[config.mk]
export PLATFORM = sky130hd
export DESIGN_NAME = instr_fetch_stage_flat
export DESIGN_NICKNAME = d
export VERILOG_FILES = /design/src/rtl/instr_fetch_stage_if.sv /design/src/rtl/instr_fetch_stage.sv /design/src/flat_wrapper.sv
export SDC_FILE = /design/constraint.sdc
export NUM_CORES = 1
export LEC_CHECK = 0
export BUFFER_PORTS_ARGS = -buffer_cell sky130_fd_sc_hd__buf_2
export CELL_PAD_IN_SITES_DETAIL_PLACEMENT = 0
export CELL_PAD_IN_SITES_GLOBAL_PLACEMENT = 2
export CORE_ASPECT_RATIO = 0.6
export CORE_MARGIN = 2
export CORE_UTILIZATION = 29
export CTS_CLUSTER_SIZE = 40
export DETAILED_ROUTE_END_ITERATION = 10
export PLACE_DENSITY = 0.87
export SLEW_MARGIN = 10
export SYNTH_ARGS = -nofsm -noshare
export SYNTH_HDL_FRONTEND = slang
export SYNTH_SLANG_ARGS = --single-unit
[constraint.sdc]
create_clock -name clk -period 2.9 [get_ports clk]
set_input_delay 0.58 -clock clk [delete_from_list [all_inputs] [get_ports clk]]
set_output_delay 0.58 -clock clk [all_outputs]
set_load 0.01 [all_outputs]
[src/rtl/instr_fetch_stage_if.sv]
// Fetch-stage bus: hazard/redirect controls, instruction-memory port and IF/ID outputs.
interface instr_fetch_stage_if #(
  parameter int unsigned ADDR_W = 8
);
  logic              stall;
  logic              redirect;
  logic [ADDR_W-1:0] redirect_pc;
  logic [ADDR_W-1:0] imem_addr;
  logic [31:0]       imem_rdata;
  logic              if_id_valid;
  logic [31:0]       if_id_instr;
  logic [ADDR_W-1:0] if_id_pc;
  logic [ADDR_W-1:0] if_id_pc4;
  logic              halted;

  modport master (
    input  stall, redirect, redirect_pc, imem_rdata,
    output imem_addr, if_id_valid, if_id_instr, if_id_pc, if_id_pc4, halted
  );

  modport slave (
    output stall, redirect, redirect_pc, imem_rdata,
    input  imem_addr, if_id_valid, if_id_instr, if_id_pc, if_id_pc4, halted
  );
endinterface

[src/rtl/instr_fetch_stage.sv]
// RV32I IF stage: PC register, same-cycle instruction memory fetch, IF/ID register,
// stall/redirect handling and an optional HALT on fetch of an all-zero word.
module instr_fetch_stage #(
  parameter int unsigned        ADDR_W       = 8,
  parameter logic [ADDR_W-1:0]  RESET_PC     = '0,
  parameter logic [31:0]        NOP_INSTR    = 32'h0000_0013,
  parameter bit                 HALT_ON_ZERO = 1'b0
) (
  input  logic                  clk,
  input  logic                  rst_n,
  instr_fetch_stage_if.master   bus
);

  typedef enum logic {RUN, HALT} state_t;

  state_t            state;
  logic [ADDR_W-1:0] pc;
  logic [ADDR_W-1:0] pc_plus4;
  logic [ADDR_W-1:0] target;
  logic              valid;
  logic [31:0]       instr;
  logic [ADDR_W-1:0] ifid_pc;
  logic [ADDR_W-1:0] ifid_pc4;
  logic              halted;

  // Wraps modulo 2**ADDR_W by truncation.
  assign pc_plus4 = pc + ADDR_W'(4);
  assign target   = {bus.redirect_pc[ADDR_W-1:2], 2'b00};

  always_ff @(posedge clk or negedge rst_n) begin
    if (!rst_n) begin
      state    <= RUN;
      pc       <= RESET_PC;
      valid    <= 1'b0;
      instr    <= NOP_INSTR;
      ifid_pc  <= '0;
      ifid_pc4 <= '0;
      halted   <= 1'b0;
    end else if (bus.redirect) begin
      // Redirect wins in both states and always returns to RUN.
      state  <= RUN;
      halted <= 1'b0;
      pc     <= target;
      valid  <= 1'b0;
      instr  <= NOP_INSTR;
    end else begin
      case (state)
        RUN: begin
          if (!bus.stall) begin
            valid    <= 1'b1;
            instr    <= bus.imem_rdata;
            ifid_pc  <= pc;
            ifid_pc4 <= pc_plus4;
            if (HALT_ON_ZERO && bus.imem_rdata == 32'h0) begin
              state  <= HALT;
              halted <= 1'b1;
            end else begin
              pc <= pc_plus4;
            end
          end
        end
        HALT: begin
          valid <= 1'b0;
          instr <= NOP_INSTR;
        end
        default: state <= RUN;
      endcase
    end
  end

  assign bus.imem_addr   = pc;
  assign bus.if_id_valid = valid;
  assign bus.if_id_instr = instr;
  assign bus.if_id_pc    = ifid_pc;
  assign bus.if_id_pc4   = ifid_pc4;
  assign bus.halted      = halted;

endmodule
[src/flat_wrapper.sv]
// flat-port wrapper written by rule: the top's interface ports become plain ports
module instr_fetch_stage_flat 
#(
  parameter int unsigned        ADDR_W       = 8,
  parameter logic [ADDR_W-1:0]  RESET_PC     = '0,
  parameter logic [31:0]        NOP_INSTR    = 32'h0000_0013,
  parameter bit                 HALT_ON_ZERO = 1'b0
)
  (clk, rst_n, bus_stall, bus_redirect, bus_redirect_pc, bus_imem_rdata, bus_imem_addr, bus_if_id_valid, bus_if_id_instr, bus_if_id_pc, bus_if_id_pc4, bus_halted);
  instr_fetch_stage_if #(.ADDR_W(ADDR_W)) bus_i ();
  input  logic clk;
  input  logic rst_n;
  input wire logic [$bits(bus_i.stall)-1:0] bus_stall;
  input wire logic [$bits(bus_i.redirect)-1:0] bus_redirect;
  input wire logic [$bits(bus_i.redirect_pc)-1:0] bus_redirect_pc;
  input wire logic [$bits(bus_i.imem_rdata)-1:0] bus_imem_rdata;
  output wire logic [$bits(bus_i.imem_addr)-1:0] bus_imem_addr;
  output wire logic [$bits(bus_i.if_id_valid)-1:0] bus_if_id_valid;
  output wire logic [$bits(bus_i.if_id_instr)-1:0] bus_if_id_instr;
  output wire logic [$bits(bus_i.if_id_pc)-1:0] bus_if_id_pc;
  output wire logic [$bits(bus_i.if_id_pc4)-1:0] bus_if_id_pc4;
  output wire logic [$bits(bus_i.halted)-1:0] bus_halted;
  assign bus_i.stall = bus_stall;
  assign bus_i.redirect = bus_redirect;
  assign bus_i.redirect_pc = bus_redirect_pc;
  assign bus_i.imem_rdata = bus_imem_rdata;
  assign bus_imem_addr = bus_i.imem_addr;
  assign bus_if_id_valid = bus_i.if_id_valid;
  assign bus_if_id_instr = bus_i.if_id_instr;
  assign bus_if_id_pc = bus_i.if_id_pc;
  assign bus_if_id_pc4 = bus_i.if_id_pc4;
  assign bus_halted = bus_i.halted;
  instr_fetch_stage #(.ADDR_W(ADDR_W), .RESET_PC(RESET_PC), .NOP_INSTR(NOP_INSTR), .HALT_ON_ZERO(HALT_ON_ZERO)) u_core (.clk(clk), .rst_n(rst_n), .bus(bus_i));
endmodule
==> results of run 1 <==
## worst max-delay path, delay by kind of cell
family | cells | cell delay, ns
buffers and inverters | 1 | 0.23
and+or+nand+nor | 3 | 1.09
## registers in the layout, summed over array words and instances (netlist names)
signal	flops
u_core.bus.if_id_instr	32
u_core.bus.if_id_pc4	6
u_core.bus.if_id_pc	6
u_core.bus.imem_addr	6
u_core.bus.if_id_valid	1
## layout by cell type, fill, tap and decap left out
master     Yosys  routed
inv_1          3       3
buf_4          8       3
mux2_2         6       6
xor2_1         2       2
nor2b_1        1       1
a31oi_1        2       2
clkbuf_16      0       5
o211ai_1       1       1
ha_1           1       1
buf_2          4      92
nand3_1        4       4
clkinv_2       0       1
xnor2_1        3       3
or3_1          2       2
o311ai_0       1       1
nor2_1        35      35
a21oi_1        4       4
or2_1          1       1
conb_1         1       7
o21ai_0        7       7
nand4_1        1       1
nand2_1       10      10
dfstp_2        3       3
or4_4          1       1
mux2i_1       33      33
clkbuf_8       0       1
dfrtp_1       48      48
clkbuf_1       3       1
## kinds of logic (layout without fill, tap and decap cells)
kind of cell / after synthesis / count (layout) / synth area share, %
and+or+nand+nor: 55 / 55 / 10.7
DFF: 51 / 51 / 59.0
muxes: 39 / 39 / 18.3
buffers and inverters: 21 / 106 / 5.36
AOI/OAI and AO/OA: 15 / 15 / 3.86
xor gates and xnor gates: 5 / 5 / 2.02
adders and majority gates: 1 / 1 / 0.577
other: 1 / 7 / 0.173
## how the worst max path moves through the flow
stage	start	to	cells after the start	slack, ns
2_1_floorplan	bus_stall	u_core.bus.imem_addr[7]$_DFFE_PN0P_	4	1.35
3_3_place_gp	bus_redirect	u_core.bus.imem_addr[7]$_DFFE_PN0P_	4	0.91
3_5_place_dp	bus_redirect	u_core.bus.imem_addr[7]$_DFFE_PN0P_	4	0.90
4_1_cts	bus_redirect	u_core.bus.imem_addr[7]$_DFFE_PN0P_	4	1.20
5_1_grt	bus_redirect	u_core.bus.imem_addr[7]$_DFFE_PN0P_	4	1.12
6_report	bus_redirect	u_core.bus.imem_addr[7]$_DFFE_PN0P_	4	1.21
## final cells by class
class                           instances  area share (%)
Sequential cell                        51            44.9
Multi-Input combinational cell        122            27.9
Timing Repair Buffer                   95            17.0
Clock buffer                            7            5.01
Tap cell                              104            4.57
Inverter                                3           0.395
Clock inverter                          1           0.176
## layer usage
layer / wire length, µm / part of all wire [%]
met5: 0 / 0
met4: 21 / 0.43
met3: 443 / 9.1
met2: 2000 / 41
met1: 2390 / 49
## power groups by stage
stage | combinational (µW) | sequential [µW] | clock, µW
after global placement | 291 | 842 | 0
after detailed placement | 298 | 843 | 0
after floorplan | 134 | 871 | 0
after CTS | 298 | 830 | 606
final | 292 | 829 | 583
after global routing | 326 | 840 | 641
## per-stage QoR
step | power (µW) | std cells | utilization, %
after global routing | 1810 | 383 | 39.2
final | 1700 | 383 | 39.2
after CTS | 1730 | 383 | 39.2
after global placement | 1130 | 375 | 37.2
after floorplan | 1010 | 194 | -
after detailed placement | 1140 | 375 | 37.2
==> metrics.csv, run 1 <==
stage,metric,value,unit
outcome,status,"finished, final reports clean",
setup_path,Register-to-Register Path Depth,4,
timing,# setup viols final,0,
die,Die X,116,µm
power_and_ir_drop,switching pwr,445,µW
placed_design,DP Wirelength,3.54,mm
global_routing,met2 Track Usage GR,17.8,%
global_routing,GRT busiest layer,met2,
power_and_ir_drop,combinational share of power,17.1,%
placed_design,DP Worst Slack,0.903,ns
detailed_routing,routed via count,1617,
layout,Final #Nets,323,
logic_synthesis,Synth Register Bits,51,
setup_path,Critical Path RT,3.12,ns
setup_path,crit-path max cell delay,0.55,ns
cts,CTS resizes,0,
timing,"Hold Vio Cnt, Final",0,
power_and_ir_drop,Max VDD drop,0.340,mV
logic_synthesis,Synth top area share,55.4,%
cts,clk sink count,51,
cts,Root Buffer,clkbuf_16,
layout,Fillers,761,
detailed_routing,DR pass1 iterations,4,
logic_synthesis,ys async rst share,100,%
layout,multi-input combinational cell area,796,µm²
power_and_ir_drop,Seq pwr share,48.6,%
power_and_ir_drop,Sw Share,26.1,%
setup_path,Crit Path Class,input port to flip-flop,
detailed_routing,drt via density,4.22,
cts,"Clk Latency, worst-skew pair",0.28,ns
setup_path,R2R setup slack,1.43,ns
detailed_routing,Starting DRT DRC Count,47,
power_and_ir_drop,Power per Cell Area,599,nW/µm²
logic_synthesis,synthesized cell area,2170,µm²
timing,Peak Freq,591,MHz
logic_synthesis,Synth Warn #,0,
global_routing,met3 usage in global routing,5.14,%
die,Initial Util,29.9,%
logic_synthesis,Gate Count Post-Synth,188,
global_routing,All-Layer GR Usage,12.1,%
power_and_ir_drop,leakage power,0.00152,µW
setup_path,worst r2r dst,u_core.bus.imem_addr[6]$_DFFE_PN0P_,
timing,Least-Margin Pin Slew,0.648,ns
logic_synthesis,"count leader, synth",dfrtp_1,
timing,Setup TNS,0,ns
logic_synthesis,Post-synth EDFFs,0,
timing,Min Hold Slack,0.305,ns
global_routing,initial antenna violation count,0,
timing,minimum clock period after layout,1.69,ns
timing,fin crit share,58.3,%
layout,layout cells sized above 1,40.1,%
layout,Sequential cell area,1280,µm²
global_routing,"Remaining Overflow, GRT",0,
setup_path,CP endpoint kind,flip-flop,
setup_path,Slowest cell on crit path,or4_4,
logic_synthesis,sequential fraction of the synthesis area,59.0,%
detailed_routing,drc violations,0,
global_routing,met1 usage in global routing,16.8,%
timing,post-route setup slack,1.21,ns
layout,Antenna Cells,0,
placed_design,IO Port Bufs,92,
cts,CTS tree,built,
die,Rows,24,
logic_synthesis,Synth area leaders,"dfrtp_1 55%, mux2i_1 15%, nor2_1 6.1%",
die,CORE AREA,7270,µm²
timing,RSZ-0062 raised after global routing,no,
global_routing,first-pass GRT wire length,7.67,mm
die,die area,8210,µm²
flow_run,Max Cap Viol,0,
logic_synthesis,Syn Area/Cell,11.5,µm²
timing,Final Max Slew Viols,0,
cts,CTS Buf Count,5,
power_and_ir_drop,clock share of power,34.2,%
cts,postcts setup bufs,0,
setup_path,crit path cell chain,buf_2 -> or2_1 -> or4_4 -> nand3_1,
min_path,Hold WC Path Type,input port to asynchronous set/reset pin,
detailed_routing,Final ANT Viol Nets,0,
setup_path,CP Data Arrival Time,1.91,ns
detailed_routing,WL final,4.85,mm
detailed_routing,DR WL/cell,12.7,µm
cts,clk slew on worst S/H paths,0.07,ns
cts,CTS hold repair buffers,0,
global_routing,vias in the first global route,1577,
die,DIE HEIGHT,71,µm
logic_synthesis,synth unique cells,27,
setup_path,startpoint types,input port,
cts,Clock Path Buffers,2,
global_routing,pin count of the biggest net entering global routing,43,
timing,Max transition margin,56.8,%
layout,Syn-to-layout area delta,31.3,%
setup_path,reg2reg start,u_core.bus.imem_addr[2]$_DFFE_PN0P_,
logic_synthesis,ys flop type,dfrtp_1,
setup_path,"critical path fanouts, max",21,
die,I/O pin cnt,102,
logic_synthesis,Commonest cells post-synth,"48 x dfrtp_1, 35 x nor2_1, 33 x mux2i_1",
layout,final instance area,2850,µm²
placed_design,Placed Area,2700,µm²
placed_design,Placer Congestion,0.756,
cts,H-tree depth,2,
timing,final setup skew,0.00509,ns
power_and_ir_drop,internal power,1260,µW
logic_synthesis,"area leader, netlist",dfrtp_1,
No activity file was read; power rests on OpenSTA's default activity.
==> run 2: changes to the inputs <==
--- a/config.mk
+++ b/config.mk
@@ -10,10 +10,10 @@
 export CELL_PAD_IN_SITES_GLOBAL_PLACEMENT = 2
 export CORE_ASPECT_RATIO = 0.6
 export CORE_MARGIN = 2
-export CORE_UTILIZATION = 29
+export CORE_UTILIZATION = 25
 export CTS_CLUSTER_SIZE = 40
 export DETAILED_ROUTE_END_ITERATION = 10
-export PLACE_DENSITY = 0.87
+export PLACE_DENSITY = 0.8
 export SLEW_MARGIN = 10
 export SYNTH_ARGS = -nofsm -noshare
 export SYNTH_HDL_FRONTEND = slang
==> constraint.sdc (replaced) <==
create_clock -name clk -period 1.5 [get_ports clk]
set_input_delay 0.3 -clock clk [delete_from_list [all_inputs] [get_ports clk]]
set_output_delay 0.3 -clock clk [all_outputs]
set_load 0.01 [all_outputs]
==> run 2 against run 1 <==
Sequential cell count stayed put. Combinational power up 100%. Critical path depth is the same. Clock skew grew 0.00082 ns. Worst setup slack worse by 1.0 ns. Via count rose by 0.68%. Clock power is 87% higher. Sequential power up 93%. Global-route usage is 1.3 points lower. Non-clock buffer count grew 5. The flow now finishes with violations (negative hold slack).
==> metrics.csv, run 2 (synthesis results as in run 1) <==
stage,metric,value,unit,change
outcome,status,"finished, violations left",,
outcome,failing checks,negative hold slack,,
power_and_ir_drop,internal power,2410,µW,+92%
setup_path,"critical path fanouts, max",3,,-86%
min_path,Hold WC Path Type,input port to asynchronous set/reset pin,,
power_and_ir_drop,Seq pwr share,48.7,%,about the same
setup_path,startpoint types,flip-flop,,
timing,fin crit share,87.2,%,
setup_path,CP Data Arrival Time,1.51,ns,-0.40 ns
power_and_ir_drop,combinational share of power,18.1,%,+1.0 points
placed_design,Placer Congestion,0.715,,-5.4%
detailed_routing,WL final,4.92,mm,+1.3%
layout,Final #Nets,328,,+1.5%
cts,CTS hold repair buffers,0,,unchanged
die,die area,9460,µm²,+15%
timing,Final Max Slew Viols,0,,unchanged
die,Initial Util,25.7,%,-4.2 points
global_routing,first-pass GRT wire length,8.07,mm,+5.2%
power_and_ir_drop,Sw Share,26.4,%,+0.29 points
cts,clk sink count,51,,unchanged
cts,postcts setup bufs,0,,unchanged
layout,Fillers,886,,+16%
setup_path,Critical Path RT,1.70,ns,-1.42 ns
die,DIE HEIGHT,76.2,µm,+7.3%
setup_path,Crit Path Class,flip-flop to flip-flop,,
placed_design,DP Wirelength,3.62,mm,+2.2%
global_routing,All-Layer GR Usage,10.8,%,-1.3 points
placed_design,IO Port Bufs,92,,unchanged
placed_design,Placed Area,2760,µm²,+2.2%
timing,"Hold Vio Cnt, Final",1,,+1
cts,"Clk Latency, worst-skew pair",0.28,ns,about the same
timing,# setup viols final,0,,unchanged
setup_path,crit-path max cell delay,0.36,ns,-0.19 ns
global_routing,pin count of the biggest net entering global routing,43,,unchanged
timing,RSZ-0062 raised after global routing,no,,
flow_run,Max Cap Viol,0,,unchanged
detailed_routing,drc violations,0,,unchanged
setup_path,Slowest cell on crit path,dfrtp_1,,
cts,CTS Buf Count,5,,unchanged
global_routing,vias in the first global route,1516,,-3.9%
detailed_routing,Final ANT Viol Nets,0,,unchanged
layout,Sequential cell area,1280,µm²,unchanged
power_and_ir_drop,clock share of power,33.2,%,-1.0 points
cts,CTS tree,built,,
timing,minimum clock period after layout,1.31,ns,
detailed_routing,Starting DRT DRC Count,75,,+60%
power_and_ir_drop,Max VDD drop,0.356,mV,+4.8%
setup_path,crit path cell chain,ha_1 -> nand3_1 -> or3_1 -> a31oi_1,,
layout,most frequent cells in the layout,"92 x buf_2, 48 x dfrtp_1, 35 x nor2_1",,
die,Die X,124,µm,+7.4%
power_and_ir_drop,leakage power,0.00154,µW,+1.3%
timing,Setup TNS,0,ns,unchanged
layout,max reg flops,32,,unchanged
layout,Antenna Cells,0,,unchanged
timing,final setup skew,0.00590,ns,+0.000816 ns
layout,final instance area,2900,µm²,+1.7%
timing,Min Hold Slack,-0.000696,ns,-0.305 ns
setup_path,CP endpoint kind,flip-flop,,
detailed_routing,drt via density,4.11,,-2.6%
global_routing,"Remaining Overflow, GRT",0,,unchanged
layout,fin util,34.2,%,-4.9 points
cts,CTS resizes,0,,unchanged
layout,multi-input combinational cell area,796,µm²,unchanged
die,CORE AREA,8460,µm²,+16%
die,I/O pin cnt,102,,unchanged
power_and_ir_drop,Power per Cell Area,1130,nW/µm²,+89%
layout,Syn-to-layout area delta,33.5,%,
timing,Peak Freq,764,MHz,
cts,Clock Path Buffers,2,,unchanged
cts,Root Buffer,clkbuf_16,,
die,Rows,26,,+8.3%
cts,H-tree depth,2,,unchanged
global_routing,initial antenna violation count,0,,unchanged
detailed_routing,DR WL/cell,12.4,µm,-2.0%
cts,clk slew on worst S/H paths,0.06,ns,about the same
layout,layout cells sized above 1,40.5,%,+0.35 points
layout,"most common cell after layout, fill and taps aside",buf_2,,
detailed_routing,routed via count,1628,,+0.68%
detailed_routing,DR pass1 iterations,4,,unchanged
power_and_ir_drop,switching pwr,866,µW,+94%
[run 2: changes by cell type in the layout (fill, tap and decap cells not counted)]
cell | previous run | this run
buf_12 | 0 | 1
buf_4 | 3 | 7
clkinv_2 | 1 | 0
clkbuf_1 | 1 | 3
clkbuf_8 | 1 | 0
[run 2: layout make-up]
class / count / share of cell area, %
clock buffers: 8 / 4.71
repair buffers: 100 / 18.4
inverters: 3 / 0.389
multi-input cells: 122 / 27.5
well taps: 112 / 4.84
flip-flops and latches: 51 / 44.2
[run 2: layer usage]
metal	global-route usage, %	share of wire (%)	vias up
li1	-	-	804
met1	16.2	53	760
met2	13.2	36	59
met3	5.34	9.8	5
met4	3.37	0.90	0
met5	0	0	-
[run 2: metrics by stage]
step	total power (µW)	cells	hold slack (ns)	setup slack [ns]
after floorplan	1940	194	0.00441	0.160
after global placement	2220	388	0.319	0.189
after detailed placement	2230	388	0.315	0.189
after CTS	3340	396	0.00526	0.182
after global routing	3480	396	0.0338	0.0818
final	3280	396	-0.000696	0.192
[run 2: worst paths after layout]
kind / startpoint / to / slack (ns) / cells past startpoint
setup / recovery: u_core.bus.imem_addr[2]$_DFFE_PN0P_ / u_core.bus.imem_addr[6]$_DFFE_PN0P_ / 0.19 / 4
hold / removal: rst_n / u_core.bus.if_id_pc4[5]$_DFFE_PN0P_ / -0.0007 / 2
setup reg to reg: u_core.bus.imem_addr[2]$_DFFE_PN0P_ / u_core.bus.imem_addr[6]$_DFFE_PN0P_ / 0.19 / 4
hold reg to reg: u_core.bus.if_id_pc4[2]$_DFFE_PN0P_ / u_core.bus.if_id_pc4[2]$_DFFE_PN0P_ / 0.48 / 2
max in group asynchronous: rst_n / u_core.bus.if_id_instr[1]$_DFFE_PN1P_ / 1.21 / 2
min in group clk: bus_redirect_pc[7] / u_core.bus.imem_addr[7]$_DFFE_PN0P_ / 0.22 / 3
[run 2: worst max-delay path, delay by kind of cell, from the launching register on]
family | cells | cell delay, ns
DFF | 1 | 0.36
and+or+nand+nor | 2 | 0.48
adders and majority gates | 1 | 0.23
AOI/OAI and AO/OA | 1 | 0.16
[run 2: power by group through the flow]
stage | combinational [µW] | clock (µW) | sequential [µW]
final | 593 | 1090 | 1600
after global routing | 659 | 1210 | 1620
after CTS | 607 | 1140 | 1600
after detailed placement | 606 | 0 | 1620
after global placement | 599 | 0 | 1620
after floorplan | 260 | 0 | 1680
